## config.mk

```make
export PLATFORM = sky130hd
export DESIGN_NAME = wallace_dot_accum_flat
export DESIGN_NICKNAME = d
export VERILOG_FILES = /design/src/rtl/wallace_pkg.sv /design/src/rtl/wallace_dot_accum_if.sv /design/src/rtl/wallace_Multiplier.sv /design/src/rtl/wallace_dot_accum.sv /design/src/flat_wrapper.sv
export SDC_FILE = /design/constraint.sdc
export NUM_CORES = 1
export LEC_CHECK = 0
export CAP_MARGIN = 20
export CORE_ASPECT_RATIO = 1.75
export CORE_MARGIN = 5
export CORE_UTILIZATION = 25
export CTS_BUF_LIST = sky130_fd_sc_hd__clkbuf_2 sky130_fd_sc_hd__clkbuf_4 sky130_fd_sc_hd__clkbuf_8
export DETAILED_ROUTE_END_ITERATION = 10
export PLACE_DENSITY = 0.49
export SLEW_MARGIN = 20
export SYNTH_ARGS = -nofsm -noshare
export SYNTH_HDL_FRONTEND = slang
export SYNTH_HIERARCHICAL = 1
export SYNTH_SLANG_ARGS = --single-unit
```

## constraint.sdc

```tcl
create_clock -name clk -period 2.6 [get_ports clk]
set_input_delay 0.52 -clock clk [delete_from_list [all_inputs] [get_ports clk]]
set_output_delay 0.52 -clock clk [all_outputs]
set_load 0.01 [all_outputs]
```

## src/rtl/wallace_pkg.sv

```systemverilog
// Shared definitions for the Wallace-tree dot-product accumulator.
//   OP_W   : operand width of the multiplier (4)
//   PROD_W : product width (8)
//   clog2  : index width helper, never returns less than 1
//   full_add / half_add : bit-level reduction cells used by the tree,
//                         returning {carry, sum}
package wallace_pkg;

    localparam int OP_W   = 4;
    localparam int PROD_W = 8;

    function automatic int clog2(input int n);
        int r;
        r = 0;
        for (int i = 0; i < 31; i++) begin
            if ((1 << i) < n) begin
                r = i + 1;
            end
        end
        return (r < 1) ? 1 : r;
    endfunction

    function automatic logic [1:0] full_add(input logic x, input logic y, input logic z);
        return {(x & y) | (x & z) | (y & z), x ^ y ^ z};
    endfunction

    function automatic logic [1:0] half_add(input logic x, input logic y);
        return {x & y, x ^ y};
    endfunction

endpackage

```

## src/rtl/wallace_dot_accum_if.sv

```systemverilog
// Handshake bundle between an operand producer / result consumer and
// wallace_dot_accum.
//   in_valid/in_ready/a/b       : operand pair stream into the block
//   out_valid/out_ready/result  : completed dot-product stream out of the block
//   term_idx                    : index of the next term the block will accept
// Modports: master = producer/consumer side, slave = the accumulator.
interface wallace_dot_accum_if
    import wallace_pkg::*;
#(
    parameter int LEN   = 4,
    parameter int ACC_W = 12
);
    localparam int IDX_W = clog2(LEN);

    logic             in_valid;
    logic             in_ready;
    logic [OP_W-1:0]  a;
    logic [OP_W-1:0]  b;
    logic             out_valid;
    logic             out_ready;
    logic [ACC_W-1:0] result;
    logic [IDX_W-1:0] term_idx;

    modport master (
        output in_valid, a, b, out_ready,
        input  in_ready, out_valid, result, term_idx
    );

    modport slave (
        input  in_valid, a, b, out_ready,
        output in_ready, out_valid, result, term_idx
    );

endinterface

```

## src/rtl/wallace_Multiplier.sv

```systemverilog
// Combinational 4x4 unsigned Wallace-tree multiplier.
//   a, b : 4-bit operands
//   pro  : 8-bit product
// Two layers of full/half adders reduce the four partial-product rows to a
// sum row and a carry row, which a final carry-propagate add combines.
// The reduction wiring is specific to 4-bit operands.
module wallace_Multiplier
    import wallace_pkg::*;
(
    input  logic [OP_W-1:0]   a,
    input  logic [OP_W-1:0]   b,
    output logic [PROD_W-1:0] pro
);

    // pp[i] is row i (weight 2^i): a AND b[i]
    logic [OP_W-1:0] pp [OP_W];

    generate
        for (genvar gi = 0; gi < OP_W; gi++) begin : g_pp
            assign pp[gi] = a & {OP_W{b[gi]}};
        end
    endgenerate

    // Layer 1: reduce rows 0..2; row 3 passes through.
    logic [1:0] s1_h1, s1_f2, s1_f3, s1_h4;
    // Layer 2: reduce layer-1 sum row, layer-1 carry row and row 3.
    logic [1:0] s2_h2, s2_f3, s2_f4, s2_f5;
    logic [PROD_W-1:0] sum_row, carry_row;

    always_comb begin
        s1_h1 = half_add(pp[0][1], pp[1][0]);                 // weight 1
        s1_f2 = full_add(pp[0][2], pp[1][1], pp[2][0]);       // weight 2
        s1_f3 = full_add(pp[0][3], pp[1][2], pp[2][1]);       // weight 3
        s1_h4 = half_add(pp[1][3], pp[2][2]);                 // weight 4

        s2_h2 = half_add(s1_f2[0], s1_h1[1]);                 // weight 2
        s2_f3 = full_add(s1_f3[0], s1_f2[1], pp[3][0]);       // weight 3
        s2_f4 = full_add(s1_h4[0], s1_f3[1], pp[3][1]);       // weight 4
        s2_f5 = full_add(pp[2][3], s1_h4[1], pp[3][2]);       // weight 5

        sum_row   = {1'b0, pp[3][3], s2_f5[0], s2_f4[0], s2_f3[0],
                     s2_h2[0], s1_h1[0], pp[0][0]};
        carry_row = {1'b0, s2_f5[1], s2_f4[1], s2_f3[1], s2_h2[1], 3'b000};
        pro       = sum_row + carry_row;
    end

endmodule

```

## src/rtl/wallace_dot_accum.sv

```systemverilog
// Dot-product accumulator built around one wallace_Multiplier.
// Accepts LEN operand pairs per vector, registers each product (stage 1),
// accumulates them (stage 2) and presents the sum on a valid/ready port.
//   clk   : rising-edge clock
//   rst_n : asynchronous active-low reset
//   bus   : wallace_dot_accum_if.slave (operand in, result out, term_idx)
// Optional: define WALLACE_DOT_SAT_EN to saturate the accumulator at
// 2^ACC_W-1 (sticky within a vector) instead of wrapping.
module wallace_dot_accum
    import wallace_pkg::*;
#(
    parameter int LEN   = 4,
    parameter int ACC_W = 12
)(
    input  logic clk,
    input  logic rst_n,
    wallace_dot_accum_if.slave bus
);

    localparam int IDX_W = clog2(LEN);
    localparam logic [IDX_W-1:0] LAST_IDX = IDX_W'(LEN - 1);

    logic [PROD_W-1:0] prod;

    wallace_Multiplier u_mult (
        .a   (bus.a),
        .b   (bus.b),
        .pro (prod)
    );

    logic [PROD_W-1:0] p_reg_q, p_reg_d;
    logic              p_vld_q, p_vld_d;
    logic              p_first_q, p_first_d;
    logic              p_last_q, p_last_d;
    logic [IDX_W-1:0]  idx_q, idx_d;
    logic [ACC_W-1:0]  acc_q, acc_d;
    logic [ACC_W-1:0]  result_q, result_d;
    logic              out_valid_q, out_valid_d;
`ifdef WALLACE_DOT_SAT_EN
    logic              sat_q, sat_d;
    logic [ACC_W:0]    sum_wide;
    logic              sat_now;
`endif

    logic             stall, accept, fire;
    logic [ACC_W-1:0] base, sum;

    // A finished vector waiting in stage 1 cannot overwrite a result the
    // consumer has not taken yet, so the whole pipe freezes.
    assign stall  = p_vld_q && p_last_q && out_valid_q && !bus.out_ready;
    assign accept = bus.in_valid && !stall;
    assign fire   = p_vld_q && !stall;

    always_comb begin
        p_reg_d     = p_reg_q;
        p_vld_d     = p_vld_q;
        p_first_d   = p_first_q;
        p_last_d    = p_last_q;
        idx_d       = idx_q;
        acc_d       = acc_q;
        result_d    = result_q;
        out_valid_d = out_valid_q;

        // Stage 1
        if (!stall) begin
            p_vld_d = accept;
            if (accept) begin
                p_reg_d   = prod;
                p_first_d = (idx_q == '0);
                p_last_d  = (idx_q == LAST_IDX);
                idx_d     = (idx_q == LAST_IDX) ? '0 : IDX_W'(idx_q + 1'b1);
            end
        end

        // Stage 2: the first term of a vector restarts from zero, which lets
        // a new vector follow the previous one without a bubble.
        base = p_first_q ? '0 : acc_q;
`ifdef WALLACE_DOT_SAT_EN
        sat_d    = sat_q;
        sum_wide = {1'b0, base} + (ACC_W + 1)'(p_reg_q);
        sat_now  = sum_wide[ACC_W] || (sat_q && !p_first_q);
        sum      = sat_now ? '1 : sum_wide[ACC_W-1:0];
`else
        sum      = base + ACC_W'(p_reg_q);
`endif

        if (fire) begin
            acc_d = sum;
`ifdef WALLACE_DOT_SAT_EN
            sat_d = sat_now;
`endif
        end

        // Output register: a new result can replace one being consumed.
        if (fire && p_last_q) begin
            result_d    = sum;
            out_valid_d = 1'b1;
        end else if (out_valid_q && bus.out_ready) begin
            out_valid_d = 1'b0;
        end
    end

    always_ff @(posedge clk or negedge rst_n) begin
        if (!rst_n) begin
            p_reg_q     <= '0;
            p_vld_q     <= 1'b0;
            p_first_q   <= 1'b0;
            p_last_q    <= 1'b0;
            idx_q       <= '0;
            acc_q       <= '0;
            result_q    <= '0;
            out_valid_q <= 1'b0;
`ifdef WALLACE_DOT_SAT_EN
            sat_q       <= 1'b0;
`endif
        end else begin
            p_reg_q     <= p_reg_d;
            p_vld_q     <= p_vld_d;
            p_first_q   <= p_first_d;
            p_last_q    <= p_last_d;
            idx_q       <= idx_d;
            acc_q       <= acc_d;
            result_q    <= result_d;
            out_valid_q <= out_valid_d;
`ifdef WALLACE_DOT_SAT_EN
            sat_q       <= sat_d;
`endif
        end
    end

    assign bus.in_ready  = !stall;
    assign bus.out_valid = out_valid_q;
    assign bus.result    = result_q;
    assign bus.term_idx  = idx_q;

endmodule
```

## src/flat_wrapper.sv

```systemverilog
// flat-port wrapper written by rule: the top's interface ports become plain ports
module wallace_dot_accum_flat import wallace_pkg::*;
#(
    parameter int LEN   = 4,
    parameter int ACC_W = 12
)
  (clk, rst_n, bus_in_valid, bus_a, bus_b, bus_out_ready, bus_in_ready, bus_out_valid, bus_result, bus_term_idx);
  wallace_dot_accum_if #(.LEN(LEN), .ACC_W(ACC_W)) bus_i ();
  input  logic clk;
  input  logic rst_n;
  input wire logic [$bits(bus_i.in_valid)-1:0] bus_in_valid;
  input wire logic [$bits(bus_i.a)-1:0] bus_a;
  input wire logic [$bits(bus_i.b)-1:0] bus_b;
  input wire logic [$bits(bus_i.out_ready)-1:0] bus_out_ready;
  output wire logic [$bits(bus_i.in_ready)-1:0] bus_in_ready;
  output wire logic [$bits(bus_i.out_valid)-1:0] bus_out_valid;
  output wire logic [$bits(bus_i.result)-1:0] bus_result;
  output wire logic [$bits(bus_i.term_idx)-1:0] bus_term_idx;
  assign bus_i.in_valid = bus_in_valid;
  assign bus_i.a = bus_a;
  assign bus_i.b = bus_b;
  assign bus_i.out_ready = bus_out_ready;
  assign bus_in_ready = bus_i.in_ready;
  assign bus_out_valid = bus_i.out_valid;
  assign bus_result = bus_i.result;
  assign bus_term_idx = bus_i.term_idx;
  wallace_dot_accum #(.LEN(LEN), .ACC_W(ACC_W)) u_core (.clk(clk), .rst_n(rst_n), .bus(bus_i));
endmodule
```

==> impl_metrics.toml <==
[clock_network]
clkSinkCount = 38
cts_hold_buf = 0
postCtsSetupBuffers = 0
cts_buffer_depth = 2
cts_tree = "done"
root_buffer = "clkbuf_8"
clk_latency_ns = 0.30
cts_made_buffers = 5
h-tree-depth = 2
clk_pin_slew_ns = 0.08

[run]
maxCapViolCount = 0

[sta]
report.final.slew_viol_count = 0
tns_ns = 0
holdWs_ns = 0.3238
min_period_ns = 2.538
worst_slack_ns = 0.06169
fmax_ghz = 0.3940
worst_pin_slew_ns = 0.8619
worst_clock_skew_ns = 0.006493
setup_viol = 0
slew_headroom_pct = 42.54
min_period_over_period_pct = 97.63
hold_viol = 0
rsz0062_at_grt = "no"

[yosys]
yosysWarnings = 6
async_flop_share_pct = 100.0
yosys.area.top_type = "dfrtp_1"
syn_avg_cell_area_um2 = 10.50
syn-num-nets = 261
synth_cell_types = 49
synth_seq_area_share_pct = 40.23
synth_ff_type = "dfrtp_1"
syn_area_um2 = 2364
synth_top_cells_by_count = "dfrtp_1, nand2_1, mux2_2"
synth-edff-count = 0
synth_area_leaders = "dfrtp_1, ha_1, mux2_2"
synth.most_common_cell = "dfrtp_1"
synth_top_area_share_pct = 40.23
ys_ff_latch = 38
synth_cells = 225

[finish]
syn2layout_area_growth_pct = 23.82
utilization_pct = 31.30
final_nets = 301
stdcell_count = 388
fillers = 973
antennaDiodeCount = 0
drive_above_1_share_pct = 24.06

[global_routing]
grt-ovfl-total = 0
gr-usage-all-layers_pct = 8.540
grt_pass1_vias = 1742
grt_max_degree = 39
antenna_found_initial = 0
grt_pass1_wl_um = 8010

[floorplan]
io_pins = 28
initial_utilization_pct = 25.28
die_x_um = 83.50
die_h_um = 138.6
rows = 47
die_area_um2 = 11580
core_area_um2 = 9350

[power_and_ir_drop]
seqPwrFrac_pct = 33.7
intPower_w = 0.001793
cellLeakagePower_nw = 1.363
pwr-share-comb_pct = 52.2
p_sw_w = 0.001107
p_per_area_nw_per_um2 = 990.9
irDropWorstVdd_v = 0.0002380
power_frac_clock_pct = 14.1
switching_share_pct = 38.17

[critical_path]
cp_data_required_time_ns = 2.79
start_kind = "primary input"
cp.arrival_ns = 2.73
slowest_delay_ns = 0.52
rr_startpoint = "u_core/acc_q[0]"
endpoint_kind = "flop"
path_delay_family = "adder cells"
path_max_fanout = 2
crit_type = "primary input to flop"
cp-startpoint = "bus_a[3]"
critPathBufInv = 4
slowest_stage = "fa_1"
cp_cell_sequence = "buf_4 -> nand2_4 -> fa_1 -> inv_1 -> fa_1 -> ha_2 -> inv_2 -> fa_2 -> inv_1 -> mux2_2"

[drt]
drc = 0
firstDrtPassIters = 4
route.vias.total = 1670
ant_nets = 0
dr.first_iter.drc_count = 67
vias_per_cell = 4.304
drt-wirelength-per-cell_um = 11.88
finalWirelength_um = 4608

[placed_design]
dp_slack_ns = -0.6811
portBuffers = 27
hpwl_um = 3631
routabilityCongestion = 0.8127
place_inst = 380

[hold_path]
hold_class = "primary input to async pin"

[outcome]
status = "finished clean"
[stage by stage]
stage / power, W / area, µm²
after floorplan: 0.002019 / 2371
after global placement: 0.002520 / 2846
after detailed placement: 0.002540 / 2846
after CTS: 0.002976 / 2913
after global routing: 0.003190 / 2927
final: 0.002900 / 2927
[final timing paths]
| path | end | slack (ns) | depth (start not counted) |
|---|---|---|---|
| min in group clk | u_core/bus.result[4] | 0.47 | 2 |
| worst min register to register | u_core/bus.result[4] | 0.47 | 2 |
| worst min-delay path | u_core/bus.result[6] | 0.32 | 1 |
| worst max register to register | u_core/acc_q[10] | 0.12 | 8 |
| worst max-delay path | u_core/p_reg_q[4] | 0.06 | 10 |
| max in group asynchronous | u_core/acc_q[1] | 1.73 | 1 |
[layout make-up]
type                       count  area, µm²  share of cell area [%]
inverter                      11      41.29                   1.411
timing repair buffer          39      332.8                   11.37
sequential                    38      950.9                   32.49
clock buffer                   5      68.82                   2.351
multi-input combinational    170       1359                   46.43
tap                          122      152.6                   5.216
clock inverter                 3      21.27                  0.7268
[metal layers]
layer  up-vias  track usage, %  routed length [µm]
met5         -               0                   0
met4         0           4.576                 126
met3         7           1.605                 162
met2        27           16.24                2599
met1       790           8.577                1720
li1        846               -                   -
[cells by family (layout without fill, tap and decap cells)]
kind of cell	after synthesis	after routing	share of synthesized area (%)
XOR/XNOR	11	11	4.076
adder cells (fa/ha/maj)	24	24	14.93
buffers and inverters	17	58	3.123
multiplexers	20	20	9.423
AO/OA/AOI/OAI	37	37	11.01
flip-flops	38	38	40.23
AND/OR/NAND/NOR	78	78	17.21
[registers in the layout (all words and copies together) (netlist names)]
name,cells
u_core/acc_q,12
u_core/bus.out_valid,1
u_core/bus.result,12
u_core/bus.term_idx,2
u_core/p_first_q,1
u_core/p_last_q,1
u_core/p_reg_q,8
u_core/p_vld_q,1
[what timing repair did]
action / in CTS / in global routing
pin swaps: 7 / 1
endpoints found under the setup margin: 4 / 2
gates resized for setup: 30 / 4
[power groups by stage]
stage	clock network, W	logic, W	registers [W]
finish	0.000408	0.00151	0.000978
CTS	0.000440	0.00155	0.000986
floorplan	0	0.00100	0.00102
global route	0.000461	0.00171	0.00102
detailed placement	0	0.00154	0.000997
global placement	0	0.00154	0.000983
[cells in the final DEF, fill, tap and decap left out, types with 2 or more instances in the layout]
cell / count
fa_2: 2
ha_1: 16
xnor2_1: 6
and2b_2: 2
a211oi_2: 2
inv_1: 9
buf_2: 5
mux2_2: 18
fa_1: 5
nand2_1: 33
a21o_1: 6
nand2b_1: 3
nand3_1: 2
clkbuf_8: 5
buf_4: 13
dfrtp_1: 38
o21ai_1: 3
a21oi_1: 5
o21ai_0: 6
nor2b_1: 10
mux2i_1: 2
nand2_2: 3
o211ai_1: 2
and2_1: 11
inv_2: 2
clkdlybuf4s50_1: 19
nor2_1: 4
xor2_1: 5
No activity file was read; power rests on OpenSTA's default activity.
==> variant 1: new RTL, config.mk and constraints unchanged <==
The option `WALLACE_DOT_SAT_EN` is turned on by a define.
--- a/src/rtl/wallace_dot_accum.sv
+++ b/src/rtl/wallace_dot_accum.sv
@@ -6,6 +6,8 @@
 //   bus   : wallace_dot_accum_if.slave (operand in, result out, term_idx)
 // Optional: define WALLACE_DOT_SAT_EN to saturate the accumulator at
 // 2^ACC_W-1 (sticky within a vector) instead of wrapping.
+`define WALLACE_DOT_SAT_EN
+
 module wallace_dot_accum
     import wallace_pkg::*;
 #(
Formal check against the unedited RTL: no difference found for any inputs over 10 cycles, from zero or initial values and one cycle with rst_n low; that may be too few to reach the edited logic, so the function may still have changed.
==> variant 1 against the original RTL <==
Core utilization up 0.58 points. Cell area up 6.0%. Die area up 3.7%. Sequential cell count up 1. Highest routed layer unchanged. Synthesized cell count up 1.3%. Synthesized area up 4.1%. Global-route usage up 1.9 points. Non-clock buffer count up 8. Power up 23%. Worst setup slack worse by 0.015 ns. Routed wire length up 24%. Sequential share of layout area down 0.99 points.
==> variant 1: results (changes against the original RTL) <==
- The run finished with clean final reports.
- The share of layout cells above drive strength 1 came to 23.7% (-0.32 points).
- The maximum ir drop on the vdd rail is 0.361 mV (+52%).
- The via count of the first global-routing pass is 2079 (+19%).
- The worst clock skew is 0.00673 ns (+0.000239 ns).
- The proportion of cell area spent on the clock network was 2.86% (-0.21 points).
- The worst register-to-register path begins at u_core/p_first_q.
- The number of nets produced by synthesis is 264 (+1.1%).
- The flop-to-flop setup slack is 0.17 ns (+0.05 ns).
- The multi-input gate area in the final layout is 1440 um^2 (+6.0%).
- The global placement routability congestion was 0.739 (-9.1%).
- The wire length reported by the detailed router came to 5730 um (+24%).
- The switching fraction of total power is 41.2% (+3.1 points).
- The number of instances in the synthesized netlist is 228 (+1.3%).
- The wire length the detailed router placed on met1 was 1970 um (+15%).
- The final-layout clock buffer total is 6 (+1).
- The slack of the critical path came to 0.0469 ns (-0.0148 ns).
- The count of non-filler cells in the finished layout was 403 (+3.9%).
- The global-route wire length before repair is 9920 um (+24%).
- The fraction of met3 tracks used by global routing was 1.52% (-0.085 points).
- The power after layout is 0.00355 W (+23%).
- The number of DRC violations after detailed-routing iteration 0 is 61 (-9.0%).
- The clock distribution power came to 0.000426 W (+4%).
- The peak fanout along the critical path is 3 (+1).
- The count of state elements after synthesis is 39 (+2.6%).
- The transition time of the tightest slew-check pin came to 0.906 ns (+0.0437 ns).
- In this run the worst setup path begins at bus_a[2].
- The detailed placement HPWL is 4580 um (+26%).
- By area the synthesized netlist is led by dfrtp_1 (40%), ha_1 (8.6%), o22a_1 (6.4%), fa_1 (5.7%), mux2_2 (4.6%).
- The number of distinct library cell variants in the gate-level netlist after synthesis is 46 (-6.1%).
- The met1 demand-to-capacity share in global routing was 9.36% (+0.78 points).
- The pin count of the biggest net entering global routing came to 40 (+2.6%).
- The arrival time of the worst setup path is 2.74 ns (about the same).
- The combined global-route utilization of all metal layers is 10.5% (+1.9 points).
- The count of inverters other than clock inverters in the layout was 10 (-1).
- The number of fill cells in the layout is 1059 (+8.8%).
- The via density per instance was 4.70 (+9.2%).
- The count of buffers not belonging to the clock network in the layout came to 47 (+21%).
- The sequential fraction of the synthesis area came to 39.7% (-0.56 points).
- The pre-CTS setup slack is -0.714 ns (-0.0333 ns).
[variant 1: stage by stage]
stage          instance area (um^2)  hold slack [ns]
2_1_floorplan                  2470            0.224
3_3_place_gp                   3020            0.477
3_5_place_dp                   3020            0.490
4_1_cts                        3100            0.389
5_1_grt                        3100            0.429
6_report                       3100            0.343
[variant 1: worst max-delay path, cell delays in order]
cell and delay (ns):
buf_6 0.08, nand2_2 0.06, fa_1 0.53, inv_1 0.05, fa_1 0.48, ha_2 0.18
inv_2 0.04, fa_2 0.51, inv_1 0.03, mux2_2 0.25
[variant 1: cells by family (layout without fill, tap and decap cells)]
group,after synthesis,after routing,share of synthesized area [%]
and+or+nand+nor,76,76,17.8
xor gates and xnor gates,10,10,3.56
DFF,39,39,39.7
buffers and inverters,15,65,2.39
adders and majority gates,24,24,14.3
muxes,11,11,5.19
AOI/OAI and AO/OA,53,53,17.1
[variant 1: timing repair]
action	CTS	global route
gates resized for setup	32	3
pin swaps	8	2
endpoints found under the setup margin	4	12
==> variant 2: new RTL, config.mk and constraints unchanged <==
Without the edit above. Take the reset off `result_q` and load it in a clocked block of its own.
--- a/src/rtl/wallace_dot_accum.sv
+++ b/src/rtl/wallace_dot_accum.sv
@@ -108,7 +108,6 @@
             p_last_q    <= 1'b0;
             idx_q       <= '0;
             acc_q       <= '0;
-            result_q    <= '0;
             out_valid_q <= 1'b0;
 `ifdef WALLACE_DOT_SAT_EN
             sat_q       <= 1'b0;
@@ -120,12 +119,15 @@
             p_last_q    <= p_last_d;
             idx_q       <= idx_d;
             acc_q       <= acc_d;
-            result_q    <= result_d;
             out_valid_q <= out_valid_d;
 `ifdef WALLACE_DOT_SAT_EN
             sat_q       <= sat_d;
 `endif
         end
+    end
+
+    always_ff @(posedge clk) begin
+        result_q <= result_d;
     end
 
     assign bus.in_ready  = !stall;
Check against the original RTL: differs if rst_n is asserted again (counterexample within 10 cycles, from zero or initial values and one cycle with rst_n low); with rst_n held inactive, the same outputs for 10 cycles.
==> variant 2 against the original RTL <==
Count of clock-buffer cells in the layout rose by 2. Combinational power fell by 3%. Global-route usage rose by 0.15 points. Sequential power rose by 10%. Power rose by 5.3%. Routed wire length fell by 7.2%. Synthesized area fell by 3.9%. Sequential cell count did not move. Non-clock buffer count rose by 5. Worst setup slack got worse by 0.017 ns. Core utilization rose by 1.0 points. Cell area fell by 0.77%. Largest cell class unchanged.
==> variant 2: results (changes against the original RTL) <==
- The global-route wire length before repair was 7370 um (-8.0%).
- The static leakage power came to 1.30 nW (-4.9%).
- The count of buffers from port buffering came to 27 (unchanged).
- After clock tree synthesis, the clock-pin slew on the worst setup and hold paths is roughly 0.07 ns.
- The number of distinct library cell variants in the gate-level netlist after synthesis came to 37 (-24%).
- The root buffer selected by CTS is clkbuf_8.
- The routed length per instance is 11.8 um (-0.24%).
- By area the synthesized netlist is led by dfrtp_1 (29%), edfxtp_1 (16%), ha_1 (9.4%), mux2_2 (8.9%), fa_1 (6.2%).
- The number of enable-type register cells in the synthesized netlist was 12 (+12).
- The H-tree level count was 2 (unchanged).
- The detailed placement HPWL is 3440 um (-5.3%).
- The compound-gate portion of the synthesized area is 10.5% (-0.54 points).
- The mux contribution to synthesized area is 8.93% (-0.50 points).
- The flow ran to the end, and the final reports show no timing, DRC or antenna violations.
- The global placement routability congestion came to 0.727 (-11%).
- The via density per instance is 4.32 (+0.34%).
- The arrival time of the worst setup path came to 2.74 ns (about the same).
- The count of warnings emitted by yosys came to 6 (unchanged).
- The peak fanout along the critical path is 3 (+1).
- The first-pass iteration count of the detailed router is 4 (unchanged).
- The via count of the first global-routing pass was 1665 (-4.4%).
- The setup TNS is 0 ns (unchanged).
- The clock latency reported for the late side of the worst-skew pair came to 0.30 ns (about the same).
- The buffer count from post-CTS setup fixing is 0 (unchanged).
- The fraction of met3 tracks used by global routing is 1.46% (-0.15 points).
- The source of the worst hold timing path is u_core/acc_q[7].
- The pin count of the biggest net entering global routing is 27 (-31%).
- The share of synthesized cell area in full adder, half adder and majority cells is 15.5% (+0.61 points).
- The number of nets in the finished design is 276 (-8.3%).
- The normalized max-slew margin is 75.0% (+33 points).
- The min-delay analysis places its worst path in the category reg -> reg.
- The share of synthesized registers carrying an async set or reset came to 68.4% (-32 points).
- The share of layout cells above drive strength 1 is 28.2% (+4.2 points).
- The combined global-route utilization of all metal layers was 8.69% (+0.15 points).
- The global routing met2 resource utilization is 16.5% (+0.23 points).
- The worst clock skew is 0.00615 ns (-0.000341 ns).
- Among all flip-flop cells after synthesis, the most frequent one is dfrtp_1.
- Ranked by instance count, the synthesized netlist is headed by dfrtp_1 (26), mux2_2 (18), ha_1 (17).
- The maximum ir drop on the vdd rail is 0.304 mV (+28%).
- Tracing the worst setup path back leads to its startpoint at bus_b[1].
- The number of DRC violations after detailed-routing iteration 0 is 49 (-27%).
- The startpoint of the worst-slack reg-to-reg timing path is u_core/p_first_q.
- The number of nets produced by synthesis is 231 (-11%).
- The met1 demand-to-capacity share in global routing is 8.17% (-0.40 points).
- The synthesized-area fraction occupied by xor and xnor cells is 3.47% (-0.61 points).
- The sequential fraction of the synthesis area was 44.5% (+4.3 points).
-- variant 2: cell types whose count changed after synthesis, moves of 4 or more --
cell / delta
dfrtp_1: -12
nand2b_1: +4
edfxtp_1: +12
nand2_1: -23
-- variant 2: metal layers --
| layer | vias to the layer above | part of all wire (%) |
|---|---|---|
| li1 | 768 | - |
| met1 | 761 | 34 |
| met2 | 22 | 59 |
| met3 | 8 | 3.3 |
| met4 | 0 | 3.1 |
| met5 | - | 0 |
-- variant 2: final cells by class --
type / instances / area, um^2
Multi-Input combinational cell: 139 / 1200
Clock inverter: 1 / 30.0
Sequential cell: 38 / 1010
Fill cell: 964 / 6070
Timing Repair Buffer: 44 / 379
Inverter: 12 / 45.0
Tap cell: 120 / 150
Clock buffer: 7 / 83.8
-- variant 2: path summary, 6_finish.rpt --
| path | cells past startpoint | endpoint | slack [ns] |
|---|---|---|---|
| min | 1 | u_core/acc_q[7] | 0.50 |
| min reg2reg | 1 | u_core/acc_q[7] | 0.50 |
| max | 10 | u_core/p_reg_q[4] | 0.04 |
| min in group asynchronous | 2 | u_core/acc_q[0] | 0.59 |
| max in group asynchronous | 2 | u_core/p_first_q | 1.72 |
| max reg2reg | 8 | u_core/bus.result[10] | 0.22 |
-- variant 2: timing repair --
action                                  4_1_cts  5_1_grt
pin swaps                                     5        2
hold buffers                                  0        0
endpoints found under the hold margin         0        0
gates resized for setup                      33        1
endpoints found under the setup margin        4        2
-- variant 2: critical path, stage by stage --
cell,delay (ns)
buf_2,0.11
nand2_2,0.06
fa_1,0.50
inv_1,0.05
fa_1,0.50
ha_2,0.19
inv_2,0.04
fa_2,0.50
inv_1,0.03
mux2_2,0.24
-- variant 2: logic make-up (layout without fill, tap and decap cells) --
logic type,count (synthesis),count (layout)
muxes,18,18
DFF,38,38
and+or+nand+nor,58,58
xor gates and xnor gates,9,9
AOI/OAI and AO/OA,30,30
buffers and inverters,18,64
adders and majority gates,24,24
-- variant 2: report_power, final --
group          internal, W  switching [W]  leakage [nW]  total (W)
combinational     0.000770       0.000695         0.813    0.00146
clock             0.000308       0.000205        0.0593   0.000513
sequential        0.000921       0.000154         0.424    0.00108
total              0.00200        0.00105          1.30    0.00305
-- variant 2: metrics by stage --
| stage | hold slack, ns | std cells | worst slack, ns | area (um^2) |
|---|---|---|---|---|
| 2_1_floorplan | 0.224 | 195 | -0.109 | 2280 |
| 3_3_place_gp | 0.482 | 353 | -0.660 | 2800 |
| 3_5_place_dp | 0.490 | 353 | -0.735 | 2800 |
| 4_1_cts | 0.508 | 361 | 0.0177 | 2900 |
| 5_1_grt | 0.520 | 361 | 0.00489 | 2900 |
| 6_report | 0.502 | 361 | 0.0448 | 2900 |
